===== src/rtl/hamming_dec_engine.sv =====
// Hamming(16,11) SECDED decoder: reads encoded words from DataMem, writes corrected data plus flag.
// Optional statistics counters are enabled with `define HAMDEC_STATS_EN.
module hamming_dec_engine #(
    parameter int NUM_WORDS = 15,
    parameter int SRC_BASE  = 30,
    parameter int DST_BASE  = 0
) (
    input  logic       Clk,
    input  logic       Reset,
    input  logic       Start,
    output logic       Ack,
    output logic [7:0] MemAddr,
    input  logic [7:0] MemRdData,
    output logic [7:0] MemWrData,
    output logic       MemWrEn,
    output logic [7:0] CorrCnt,
    output logic [7:0] DblCnt
);

    localparam logic [2:0] IDLE   = 3'd0;
    localparam logic [2:0] RD_LO  = 3'd1;
    localparam logic [2:0] RD_HI  = 3'd2;
    localparam logic [2:0] DECODE = 3'd3;
    localparam logic [2:0] WR_LO  = 3'd4;
    localparam logic [2:0] WR_HI  = 3'd5;
    localparam logic [2:0] DONE   = 3'd6;

    localparam logic [7:0] SRC8    = SRC_BASE[7:0];
    localparam logic [7:0] DST8    = DST_BASE[7:0];
    localparam logic [7:0] LAST_IX = 8'(NUM_WORDS - 1);

    logic [2:0]  state;
    logic [7:0]  idx;
    logic [15:0] cw;
    logic [3:0]  synd;
    logic        par;
    logic [10:0] data;
    logic [1:0]  flag;

    logic [3:0]  sNext;
    logic        pNext;
    logic [15:0] cwFix;
    logic [1:0]  fNext;
    logic [10:0] dNext;
    logic [7:0]  idx2;

    // Syndrome is the XOR of set-bit positions; overall parity separates single from double errors.
    always_comb begin
        sNext = '0;
        for (int k = 1; k < 16; k++)
            if (cw[k]) sNext = sNext ^ 4'(k);
        pNext = ^cw;
        cwFix = cw;
        if (pNext) cwFix[sNext] = ~cw[sNext];
        if (pNext)              fNext = 2'b01;
        else if (sNext != 4'd0) fNext = 2'b10;
        else                    fNext = 2'b00;
        dNext = {cwFix[15:9], cwFix[7:5], cwFix[3]};
    end

    always_comb begin
        if (par)               flag = 2'b01;
        else if (synd != 4'd0) flag = 2'b10;
        else                   flag = 2'b00;
    end

    assign idx2 = {idx[6:0], 1'b0};

    always_comb begin
        MemAddr   = '0;
        MemWrData = '0;
        MemWrEn   = 1'b0;
        case (state)
            RD_LO: MemAddr = SRC8 + idx2;
            RD_HI: MemAddr = SRC8 + idx2 + 8'd1;
            WR_LO: begin
                MemAddr   = DST8 + idx2;
                MemWrData = data[7:0];
                MemWrEn   = 1'b1;
            end
            WR_HI: begin
                MemAddr   = DST8 + idx2 + 8'd1;
                MemWrData = {flag, 3'b000, data[10:8]};
                MemWrEn   = 1'b1;
            end
            default: ;
        endcase
    end

    // Ack is registered from DONE so it trails DONE entry by one cycle; DONE is only left
    // once Ack has been visible, so a requester never misses completion.
    always_ff @(posedge Clk) begin
        if (!Reset) begin
            state <= IDLE;
            Ack   <= 1'b0;
            idx   <= '0;
            cw    <= '0;
            synd  <= '0;
            par   <= 1'b0;
            data  <= '0;
        end else begin
            case (state)
                IDLE: if (Start) begin
                    state <= RD_LO;
                    idx   <= '0;
                end
                RD_LO: begin
                    cw[7:0] <= MemRdData;
                    state   <= RD_HI;
                end
                RD_HI: begin
                    cw[15:8] <= MemRdData;
                    state    <= DECODE;
                end
                DECODE: begin
                    synd  <= sNext;
                    par   <= pNext;
                    data  <= dNext;
                    state <= WR_LO;
                end
                WR_LO: state <= WR_HI;
                WR_HI: begin
                    if (idx == LAST_IX) begin
                        state <= DONE;
                    end else begin
                        idx   <= idx + 8'd1;
                        state <= RD_LO;
                    end
                end
                DONE: begin
                    Ack <= 1'b1;
                    if (Ack && !Start) begin
                        Ack   <= 1'b0;
                        state <= IDLE;
                    end
                end
                default: state <= IDLE;
            endcase
        end
    end

`ifdef HAMDEC_STATS_EN
    logic [7:0] corrQ;
    logic [7:0] dblQ;

    always_ff @(posedge Clk) begin
        if (!Reset) begin
            corrQ <= '0;
            dblQ  <= '0;
        end else if (state == IDLE && Start) begin
            corrQ <= '0;
            dblQ  <= '0;
        end else if (state == DECODE) begin
            if (fNext == 2'b01 && corrQ != 8'hFF) corrQ <= corrQ + 8'd1;
            if (fNext == 2'b10 && dblQ != 8'hFF)  dblQ  <= dblQ + 8'd1;
        end
    end

    assign CorrCnt = corrQ;
    assign DblCnt  = dblQ;
`else
    assign CorrCnt = 8'h00;
    assign DblCnt  = 8'h00;
`endif

endmodule

===== config.mk =====
export PLATFORM = sky130hd
export DESIGN_NAME = hamming_dec_engine
export DESIGN_NICKNAME = d
export VERILOG_FILES = /design/src/rtl/hamming_dec_engine.sv
export SDC_FILE = /design/constraint.sdc
export NUM_CORES = 1
export LEC_CHECK = 0
export BUFFER_PORTS_ARGS = -buffer_cell sky130_fd_sc_hd__buf_4
export CAP_MARGIN = 20
export CORE_MARGIN = 2
export CORE_UTILIZATION = 41
export CTS_BUF_LIST = sky130_fd_sc_hd__clkbuf_4 sky130_fd_sc_hd__clkbuf_8 sky130_fd_sc_hd__clkbuf_16
export CTS_CLUSTER_SIZE = 40
export DETAILED_ROUTE_END_ITERATION = 8
export GPL_TIMING_DRIVEN = 0
export HOLD_SLACK_MARGIN = 0.15
export PLACE_DENSITY_LB_ADDON = 0.2
export SYNTH_ARGS = -nofsm -noshare
export SYNTH_HDL_FRONTEND = slang
export SYNTH_SLANG_ARGS = --single-unit
export TNS_END_PERCENT = 5

===== constraint.sdc =====
create_clock -name Clk -period 2.3 [get_ports Clk]
set_input_delay 0.23 -clock Clk [delete_from_list [all_inputs] [get_ports Clk]]
set_output_delay 0.23 -clock Clk [all_outputs]
set_load 0.005 [all_outputs]

==> impl_metrics.env <==
export IMPL_status="finished clean"
export IMPL_drc=0
export IMPL_h_tree_depth=2
export IMPL_fmax_mhz=453
export IMPL_grt_pass1_vias=2197
export IMPL_worstSetupEndpoint="MemAddr[6]"
export IMPL_io_buffers=27
export IMPL_fin_worst_skew_ns=0.00319
export IMPL_vdd_ir_drop_max_mv=0.502
export IMPL_cp_required_ns=2.07
export IMPL_cp_start_kind="flop"
export IMPL_ios=45
export IMPL_clk_path_buf_depth=2
export IMPL_fin_crit_ns=2.21
export IMPL_routed_top_layer="met4"
export IMPL_synth_top_cells_by_area="dfxtp_1 31%, mux2i_1 8.1%, nor2_1 6.4%"
export IMPL_rsz0062_at_grt="yes"
export IMPL_max_stage_delay_ns=0.41
export IMPL_wl_um=6420
export IMPL_setup_viol=0
export IMPL_tightest_slew_ns=0.809
export IMPL_crit_buf_inv=3
export IMPL_synth_top_area_share_pct=31.1
export IMPL_viasPerCell=5.18
export IMPL_grt_pass1_wl_um=10700
export IMPL_netlist_cell_type_count=53
export IMPL_clkTransAtPathRegs_ns=0.08
export IMPL_path_class="flop to primary output"
export IMPL_drive_above_1_share_pct=22.1
export IMPL_synth_mux_area_fraction_pct=8.12
export IMPL_met2WireLength_um=2940
export IMPL_grtUsageTotal_pct=17.8
export IMPL_fin_crit_sh_pct=95.9
export IMPL_yosys_area_share_xor_xnor_pct=16.2
export IMPL_final_max_slew_violation_count=0
export IMPL_postLayoutCellArea_um2=3320
export IMPL_overflow=0
export IMPL_drt_pre_antenna_iters=4
export IMPL_cts_buffers=5
export IMPL_reg2reg_to="data[0]$_SDFFE_PN0N_"
export IMPL_crit_path_end_kind="primary output"
export IMPL_vias=2402
export IMPL_place_hpwl_um=4840
export IMPL_postCtsHoldBufs=0
export IMPL_rows=30
export IMPL_path_cells="clkbuf_1, nand2_2, inv_2, a21oi_1, o22ai_1, buf_4"
export IMPL_avgRoutedWirePerCell_um=13.8
export IMPL_synthCells=337
export IMPL_cp_num_cells=6
export IMPL_ys_warnings_count=0
export IMPL_grt_start_max_net_pins=14
export IMPL_cts_root_buf="clkbuf_8"
export IMPL_dpl_cell_area_um2=3190
export IMPL_hold_path_class="input port to flop"
export IMPL_maxSlewHeadroom_pct=45.6
export IMPL_setup_ws_ns=0.0942
export IMPL_die_h_um=87.2
export IMPL_r2r_cells=6
export IMPL_antenna_found_initial=0
export IMPL_maxCapViolCount=0
export IMPL_worstPathArrival_ns=1.98
export IMPL_p_leak_nw=1.36
export IMPL_synthTopCellsByCount="48 x nor2_1, 44 x dfxtp_1, 30 x nand2_1"
export IMPL_synth_flop_cell="dfxtp_1"
export IMPL_first_iter_violations=137
export IMPL_hold_viol_final=0
export IMPL_regToRegSetupSlack_ns=0.11
export IMPL_synth_edf_count=0
export IMPL_rr_startpoint="cw[9]$_SDFFE_PN0P_"
export IMPL_ys_seq_area_share_pct=31.1
export IMPL_dp_slack_ns=0.0236
export IMPL_wl_met1_um=3090
export IMPL_crit_path_start="state[2]$_SDFFE_PN0P_"
export IMPL_n_antenna_cell=0
export IMPL_syn_to_final_growth_pct=17.3
export IMPL_ant_nets=0
export IMPL_wl_met3_um=252
export IMPL_ys_seq_elements=44
export IMPL_die_area_um2=7600
export IMPL_synth_top_family_by_area="simple AND/OR/NAND/NOR gates"
export IMPL_gp_congestion=0.791
export IMPL_slowest_stage="dfxtp_1"
export IMPL_clock_sinks=44
export IMPL_die_w_um=87.2
export IMPL_core_area_um2=6760
export IMPL_avgSynthCellArea_um2=8.41
export IMPL_powerDensity_nw_per_um2=711
export IMPL_synth_most_common_cell="nor2_1"
export IMPL_cts_tree="done"
export IMPL_worstPathMaxFanout=11
export IMPL_synth_largest_area_cell="dfxtp_1"
export IMPL_clk_latency_ns=0.29
export IMPL_syn_cell_area_um2=2840
export IMPL_critical_path_top_delay_family="buffers and inverters"
export IMPL_nNetsFinal=397
export IMPL_setup_tns_ns=0
export IMPL_synthSimpleGateAreaFrac_pct=19.1
export IMPL_hold_slack_ns=0.178
export IMPL_cts_setup_buffers=0
export IMPL_synthAdderAreaFrac_pct=1.32
export IMPL_synthArstFlopShare_pct=0
export IMPL_synth_compound_area_share_pct=15.6
export IMPL_start_util_pct=42.0
## area by class of cell
type,count,area (µm²)
Tap cell,80,100
Clock inverter,2,10.0
Inverter,7,26.3
Timing Repair Buffer,27,203
Clock buffer,6,82.6
Sequential cell,44,888
Multi-Input combinational cell,267,1800
Fill cell,679,3430
Buffer,31,210
## worst min-delay path by stage
stage,start,end,cells after the start
floorplan,MemRdData[0],cw[0]$_SDFFE_PN0P_,2
global placement,data[5]$_SDFFE_PN0N_,data[5]$_SDFFE_PN0N_,2
detailed placement,data[5]$_SDFFE_PN0N_,data[5]$_SDFFE_PN0N_,2
CTS,MemRdData[4],cw[12]$_SDFFE_PN0P_,3
global route,MemRdData[3],cw[11]$_SDFFE_PN0P_,3
finish,MemRdData[6],cw[14]$_SDFFE_PN0P_,3
## registers in the layout, summed over array words and instances, names as in the netlist
register,count
synd,4
cw,16
par,1
state,3
data,11
idx,8
Ack,1
## timing repair
action,4_1_cts,5_1_grt
resized for setup,5,12
setup endpoints to repair,12,14
pin swaps,0,3
## report_power, final
group          leakage, nW  switching (W)  total (W)  internal, W
clock network       0.0510       0.000269   0.000509     0.000240
logic                0.950       0.000578    0.00100     0.000424
registers            0.359      0.0000513   0.000853     0.000802
## through the flow
step                      util (%)  std cells  power (W)
after detailed placement      47.3        459    0.00184
final                         49.2        464    0.00236
after floorplan                  -        352    0.00162
after CTS                     48.6        465    0.00235
after global placement        47.3        459    0.00182
after global routing          49.2        464    0.00251
## routing by layer
metal  vias to the layer above  GRT usage [%]
met5                         -              0
met1                      1101           23.7
li1                       1236              -
met4                         0           5.59
met3                        11           3.22
met2                        54           29.1
## tightest hold or removal path, delay by kind of cell
kind                   cells  cell delay [ns]
AND/OR/NAND/NOR            1             0.07
buffers and inverters      1             0.08
multiplexers               1             0.06
## placed cells by master (no fill, tap or decap), types with 3 or more instances in the layout
master	count
nor3_1	8
and3_1	5
ha_1	3
o22ai_1	5
dfxtp_2	6
nand2_1	29
inv_1	4
xnor2_1	19
o211a_1	3
xnor2_4	3
xor2_1	12
nor2_2	3
clkbuf_1	8
nand4_1	4
a32oi_1	5
and2_1	4
mux2i_1	23
dfxtp_1	38
nor2_1	47
o31ai_1	4
o21ai_1	3
clkbuf_8	7
inv_2	3
nand3_1	9
nand2b_1	3
a21oi_1	14
buf_4	46
conb_1	16
o21ai_0	11
## cell families after synthesis
family / count (synthesis)
and+or+nand+nor: 121
AOI/OAI and AO/OA: 65
DFF: 44
buffers and inverters: 41
xor gates and xnor gates: 39
muxes: 23
adders and majority gates: 3
other: 1
(Power assumes the default switching activity.)
